$ cat src/rtl/stream_upsizer.sv
// Width up-converter: packs RATIO narrow IN_W-bit beats, little-endian, into one registered
// wide word. s_last closes a partial word early, and m_keep marks the lanes that were filled.
module stream_upsizer #(
    parameter int unsigned IN_W  = 8,
    parameter int unsigned RATIO = 4
) (
    input  logic                  clk,
    input  logic                  rst_n,
    input  logic                  s_valid,
    output logic                  s_ready,
    input  logic [IN_W-1:0]       s_data,
    input  logic                  s_last,
    output logic                  m_valid,
    input  logic                  m_ready,
    output logic [IN_W*RATIO-1:0] m_data,
    output logic [RATIO-1:0]      m_keep,
    output logic                  m_last
);
    localparam int unsigned OutW = IN_W * RATIO;
    localparam int unsigned AccW = IN_W * (RATIO - 1);
    localparam int unsigned CntW = $clog2(RATIO);
    localparam logic [CntW-1:0] CntMax = CntW'(RATIO - 1);

    logic [CntW-1:0]  cnt_q, cnt_d;
    logic [AccW-1:0]  acc_q, acc_d;
    logic             m_valid_q, m_valid_d;
    logic [OutW-1:0]  m_data_q, m_data_d;
    logic [RATIO-1:0] m_keep_q, m_keep_d;
    logic             m_last_q, m_last_d;
    logic             accept;
    logic             complete;

    // s_ready depends only on registered state and m_ready, never on the slave inputs.
    assign s_ready  = ~m_valid_q | m_ready;
    assign accept   = s_valid & s_ready;
    assign complete = accept & (s_last | (cnt_q == CntMax));

    assign m_valid = m_valid_q;
    assign m_data  = m_data_q;
    assign m_keep  = m_keep_q;
    assign m_last  = m_last_q;

    always_comb begin
        cnt_d     = cnt_q;
        acc_d     = acc_q;
        m_valid_d = m_valid_q;
        m_data_d  = m_data_q;
        m_keep_d  = m_keep_q;
        m_last_d  = m_last_q;

        if (complete) begin
            // Lanes below cnt come from the accumulator, lane cnt from the beat, the rest zero.
            m_data_d = '0;
            for (int unsigned k = 0; k < RATIO - 1; k++) begin
                if (CntW'(k) < cnt_q) begin
                    m_data_d[k*IN_W +: IN_W] = acc_q[k*IN_W +: IN_W];
                end
            end
            for (int unsigned k = 0; k < RATIO; k++) begin
                if (CntW'(k) == cnt_q) begin
                    m_data_d[k*IN_W +: IN_W] = s_data;
                end
                m_keep_d[k] = (CntW'(k) <= cnt_q);
            end
            m_last_d  = s_last;
            m_valid_d = 1'b1;
            cnt_d     = '0;
            acc_d     = '0;
        end else begin
            if (m_ready) begin
                m_valid_d = 1'b0;
            end
            if (accept) begin
                for (int unsigned k = 0; k < RATIO - 1; k++) begin
                    if (CntW'(k) == cnt_q) begin
                        acc_d[k*IN_W +: IN_W] = s_data;
                    end
                end
                cnt_d = cnt_q + CntW'(1);
            end
        end
    end

    always_ff @(posedge clk or negedge rst_n) begin
        if (!rst_n) begin
            cnt_q     <= '0;
            acc_q     <= '0;
            m_valid_q <= 1'b0;
            m_data_q  <= '0;
            m_keep_q  <= '0;
            m_last_q  <= 1'b0;
        end else begin
            cnt_q     <= cnt_d;
            acc_q     <= acc_d;
            m_valid_q <= m_valid_d;
            m_data_q  <= m_data_d;
            m_keep_q  <= m_keep_d;
            m_last_q  <= m_last_d;
        end
    end

endmodule

$ cat config.mk
export PLATFORM = sky130hd
export DESIGN_NAME = stream_upsizer
export DESIGN_NICKNAME = d
export VERILOG_FILES = /design/src/rtl/stream_upsizer.sv
export SDC_FILE = /design/constraint.sdc
export NUM_CORES = 1
export LEC_CHECK = 0
export BUFFER_PORTS_ARGS = -buffer_cell sky130_fd_sc_hd__buf_4
export CAP_MARGIN = 20
export CELL_PAD_IN_SITES_DETAIL_PLACEMENT = 1
export CELL_PAD_IN_SITES_GLOBAL_PLACEMENT = 2
export CORE_ASPECT_RATIO = 1.5
export CORE_MARGIN = 3
export CORE_UTILIZATION = 34
export DETAILED_ROUTE_END_ITERATION = 6
export PLACE_DENSITY_LB_ADDON = 0.1
export SETUP_SLACK_MARGIN = 0.02
export SLEW_MARGIN = 20
export SYNTH_ARGS = -nofsm -noshare
export SYNTH_HDL_FRONTEND = slang
export SYNTH_SLANG_ARGS = --single-unit
$ cat constraint.sdc
create_clock -name clk -period 1.5 [get_ports clk]
set_input_delay 0.225 -clock clk [delete_from_list [all_inputs] [get_ports clk]]
set_output_delay 0.225 -clock clk [all_outputs]
set_load 0.05 [all_outputs]
==> impl_metrics.ini, run 1 <==
[worst_setup_path]
worstSetupPathType = register to register
reg2reg_from = cnt_q[0]$_DFFE_PN0P_
critical_path.max_fanout = 8
reg2reg_slack_ns = -0.07
crit_required_ns = 1.72
start_kind = register
timing.rr.end = m_data[18]$_DFFE_PN0P_
worstPathArrival_ns = 1.78
r2r_cells = 6
critPathCaptureType = register

[detailed_routing]
drc = 0
drtIter0Drc = 108
drtAntennaViolNets = 0
post_drt_wl_per_cell_um = 18.6
vias = 2043
viasPerCell = 5.11
dr.pass1.iters = 4
drt-total-wl_mm = 7.45

[global_routing]
grt_first_pass_wirelength_mm = 12.4
overflow = 0
antenna_found_initial = 0
first_global_vias = 2241
grt_start_max_net_pins = 31
track_usage_pct = 17.6

[cells_and_area]
final_cell_mix = 65 x buf_4, 61 x dfrtp_1, 39 x a22o_1, 30 x mux2_4, 18 x nand2_1
nets = 308
final_cells = 400
drive_above_1_share_pct = 49.2
fillCellCount = 828
diodes = 0
final_common_cell = buf_4
area_delta_synth_final_pct = 44.3

[placement]
placedCellCount = 372
place_hpwl_mm = 4.92
io_buffer_count = 51
gp_congestion = 0.775

[sta]
fmax_mhz = 638
timing.final.ws_setup_ns = -0.0674
period_needed_ns = 1.57
drv_slew = 0
timing.final.crit_share_pct = 104
slew_headroom_pct = 72.5
hold_viol_final = 0
rsz0062_at_grt = true
hold_slack_ns = 0.203
clock_skew_ns = 0.00783
tightest_slew_ns = 0.412
setup_viol = 32

[clock_network]
clk_pin_slew_ns = 0.05
root_buffer = clkbuf_16
cts_tree = built
clock_latency_ns = 0.34
cts_buffers = 9
clk_path_buf_depth = 2
cts.htree.levels = 3
clock-sinks = 64

[power_and_ir_drop]
power_frac_seq_pct = 32.5
peakVddDrop_mv = 0.946
combPwrFrac_pct = 38.4
p_int_mw = 4.66
leakage_nw = 2.06
cellPowerDensity_nw_per_um2 = 1760
switching_power_mw = 2.56
swShare_pct = 35.5
power_frac_clock_pct = 29.1

[logic_synthesis]
ys_ff_latch = 64
avgSynthCellArea_um2 = 13.4
ys_seq_area_share_pct = 56.2
syn_area_um2 = 2850
synth_largest_type_area_fraction_pct = 56.2
syn_nets = 230
synthTopCellsByArea = dfrtp_1 56%, a22o_1 12%, mux2_4 9.5%
synth.largest_area_cell = dfrtp_1
synth_cell_types = 25
yosys_warnings = 0
syn_inst = 212

[min_path]
min_to = acc_q[10]$_DFFE_PN0P_
worstHoldPathType = primary input to register
min_from = s_data[2]
hold_depth = 2

[floorplan]
start_util_pct = 35.3
rows = 40
coreArea_um2 = 8060
die_w_um = 80.7
ios = 52
dieArea_um2 = 9530
fp.dieH_um = 118

[run]
drv_cap = 0

[outcome]
violations = negative setup slack
status = finished with violations
[power groups by stage]
stage | Clock (mW) | Combinational (mW) | Sequential, mW
after CTS | 2.14 | 2.70 | 2.35
after global routing | 2.22 | 2.95 | 2.40
final | 2.10 | 2.77 | 2.35
after floorplan | 0 | 0.917 | 3.21
after global placement | 0 | 2.55 | 2.36
after detailed placement | 0 | 2.58 | 2.36
[state kept, by name (all words and copies together), names as in the netlist]
name,cells
cnt_q,2
m_keep,4
m_data,32
acc_q,24
m_valid,1
m_last,1
[worst max path at each step]
stage                         startpoint                endpoint  slack (ns)  depth (start not counted)
finish              cnt_q[0]$_DFFE_PN0P_  m_data[18]$_DFFE_PN0P_       -0.07                          6
global placement    cnt_q[1]$_DFFE_PN0P_   acc_q[17]$_DFFE_PN0P_       -0.07                          4
CTS                 cnt_q[0]$_DFFE_PN0P_  m_data[22]$_DFFE_PN0P_       -0.08                          6
global route        cnt_q[1]$_DFFE_PN0P_  m_data[22]$_DFFE_PN0P_       -0.13                          6
floorplan           cnt_q[1]$_DFFE_PN0P_  m_data[10]$_DFFE_PN0P_       -0.07                          6
detailed placement  cnt_q[0]$_DFFE_PN0P_  m_data[24]$_DFFE_PN0P_       -0.12                          6
[per-layer routing]
metal	global-route usage (%)	vias up	wire length, µm
met4	8.03	0	183
met3	4.82	10	291
li1	-	932	-
met2	27.5	48	3820
met1	22.3	1053	3150
met5	0	-	0
[repair_timing]
action,in CTS,in global routing
cloned,1,2
setup endpoints to repair,58,59
hold buffers,1,0
endpoints found under the hold margin,28,0
gates resized for setup,16,10
pin swaps,3,6
buffers inserted,5,3
[synth_stat cells (all sizes together)]
cell / number
dfrtp: 64
a22o: 39
mux2: 32
nand2: 19
buf: 10
o21ai: 10
clkbuf: 6
ha: 5
inv: 5
and4: 3
o311ai: 3
a21oi: 2
mux2i: 2
nand2b: 2
nand3: 2
nor2: 2
a21o: 1
a41o: 1
and3: 1
nand3b: 1
nor2b: 1
o21bai: 1
[kinds of logic after synthesis]
group / synth area share [%]
flip-flops: 56.2
buffers and inverters: 3.87
multiplexers: 15.7
AND/OR/NAND/NOR: 5.27
adder cells (fa/ha/maj): 2.20
AO/OA/AOI/OAI: 16.7
[critical path, stage by stage (launching register included)]
cell	delay, ns
dfrtp_2	0.44
ha_4	0.18
nor2_4	0.07
nand3b_1	0.12
buf_6	0.17
clkbuf_16	0.18
mux2_4	0.29
[final cells by class]
type | instances | area, µm² | area share, %
multi-input combinational | 127 | 1270 | 30.9
clock buffer | 13 | 260 | 6.33
sequential | 64 | 1610 | 39.1
timing repair buffer | 83 | 785 | 19.1
clock inverter | 3 | 40.0 | 0.974
inverter | 5 | 18.8 | 0.457
tap | 105 | 131 | 3.20
[through the flow]
stage	total power, mW	setup WS, ns	utilization (%)	TNS [ns]	cell area (µm²)
after global placement	4.91	-0.0730	44.3	-1.95	3570
after floorplan	4.13	-0.0670	-	-1.14	2960
after global routing	7.57	-0.132	51.0	-4.38	4110
after CTS	7.20	-0.0807	49.6	-1.26	4000
after detailed placement	4.94	-0.115	44.3	-3.57	3570
final	7.21	-0.0674	51.0	-1.06	4110
(Power assumes the default switching activity.)
==> run 2: changes to the inputs <==
SKIP_CTS_REPAIR_TIMING = 1   (was not set)
==> impl_metrics.ini, run 2 (same netlist as run 1, synthesis figures left out) <==
[min_path]
worstHoldPathType = primary input to register
hold_depth = 2

[detailed_routing]
wl_met3_um = 319
drtAntennaViolNets = 0
drt-met1-wl_mm = 3.25
drtIter0Drc = 104
dr_wl_met2_mm = 3.95
post_drt_wl_per_cell_um = 19.0
vias = 2050
routed.top_layer = met4
dr.pass1.iters = 4
drc = 0
drt-total-wl_mm = 7.60
viasPerCell = 5.13

[sta]
clock_skew_ns = 0.00687
timing.final.crit_share_pct = 107
fmax_mhz = 624
timing.final.ws_setup_ns = -0.102
tightest_slew_ns = 0.433
hold_slack_ns = 0.207
hold_viol_final = 0
period_needed_ns = 1.60
setup_viol = 45
slew_headroom_pct = 71.1
drv_slew = 0
rsz0062_at_grt = true

[worst_setup_path]
cp.depth = 6
worstPathArrival_ns = 1.82
start_kind = register
worstSetupPathType = register to register
cp_slowest_cell = dfrtp_2
critPathCaptureType = register
worst-path-buf-inv = 2
critical_path.max_fanout = 10
path_cells = ha_4 -> nor2_4 -> nand3b_1 -> buf_6 -> buf_12 -> mux2_4
cp_top_family = flip-flops
crit_required_ns = 1.71
r2r_cells = 6
max_stage_delay_ns = 0.46

[run]
drv_cap = 0

[cells_and_area]
nets = 308
largest_register_ffs = 32
final_cell_mix = 67 x buf_4, 61 x dfrtp_1, 39 x a22o_1, 30 x mux2_4, 18 x nand2_1
final_cells = 400
final_common_cell = buf_4
area_delta_synth_final_pct = 43.8
fillCellCount = 819
finalInstanceArea_um2 = 4100
diodes = 0
final_util_pct = 50.8
regArea_um2 = 1610
drive_above_1_share_pct = 49.5
multi_input_area_um2 = 1280

[placement]
gp_congestion = 0.775
io_buffer_count = 51
placed_area_um2 = 3570
place_hpwl_mm = 4.92
placedCellCount = 372

[power_and_ir_drop]
power_mw = 7.22
swShare_pct = 35.7
power_frac_clock_pct = 29.1
p_int_mw = 4.64
combPwrFrac_pct = 38.3
power_frac_seq_pct = 32.6
cellPowerDensity_nw_per_um2 = 1760
switching_power_mw = 2.57
peakVddDrop_mv = 0.947
leakage_nw = 2.05

[global_routing]
track_usage_pct = 17.1
overflow = 0
antenna_found_initial = 0
first_global_vias = 2178
grt_start_max_net_pins = 31
grt_first_pass_wirelength_mm = 12.0

[clock_network]
clock_latency_ns = 0.33
root_buffer = clkbuf_16
clock-sinks = 64
clk_pin_slew_ns = 0.05
cts_buffers = 9
cts_tree = built
clk_path_buf_depth = 2
cts.htree.levels = 3

[floorplan]
ios = 52
die_w_um = 80.7
coreArea_um2 = 8060
start_util_pct = 35.3
dieArea_um2 = 9530
rows = 40
fp.dieH_um = 118

[outcome]
status = finished with violations
violations = negative setup slack
[run 2: cell types whose count changed in the layout (fill, tap and decap cells not counted)]
cell / change
buf_4: +2
and3_1: -1
and3_4: +1
and4_2: -1
and4_4: +1
buf_16: -1
buf_6: -1
inv_2: -1
inv_4: +1
[run 2: cell type report]
class	count	share of cell area [%]
sequential	64	39.2
timing repair buffer	83	18.6
multi-input combinational	127	31.2
clock buffer	13	6.36
tap	105	3.21
clock inverter	3	0.978
inverter	5	0.519
[run 2: metal layers]
layer | vias to the layer above | GRT usage [%]
met5 | - | 0
met4 | 0 | 7.29
met1 | 1061 | 21.9
met3 | 9 | 4.59
li1 | 934 | -
met2 | 46 | 27.0
[run 2: final timing paths]
check,start,end,slack (ns)
setup / recovery,cnt_q[0]$_DFFE_PN0P_,m_data[22]$_DFFE_PN0P_,-0.10
hold / removal,s_data[6],acc_q[22]$_DFFE_PN0P_,0.21
setup reg to reg,cnt_q[0]$_DFFE_PN0P_,m_data[22]$_DFFE_PN0P_,-0.10
hold reg to reg,m_keep[3]$_DFFE_PN0P_,m_keep[3]$_DFFE_PN0P_,0.48
max in group asynchronous,rst_n,m_data[12]$_DFFE_PN0P_,0.62
min in group asynchronous,rst_n,m_data[16]$_DFFE_PN0P_,0.37
[run 2: power by group through the flow]
stage	registers (mW)	logic, mW	clock network, mW
after floorplan	3.21	0.917	0
after global placement	2.36	2.55	0
after detailed placement	2.36	2.58	0
after CTS	2.35	2.59	2.14
after global routing	2.41	2.93	2.22
final	2.35	2.77	2.10
[run 2: per-stage QoR]
| step | TNS, ns | setup WS, ns |
|---|---|---|
| floorplan | -1.14 | -0.0670 |
| finish | -2.93 | -0.102 |
| detailed placement | -3.57 | -0.115 |
| global placement | -1.95 | -0.0730 |
| global route | -5.00 | -0.144 |
| CTS | -4.00 | -0.126 |
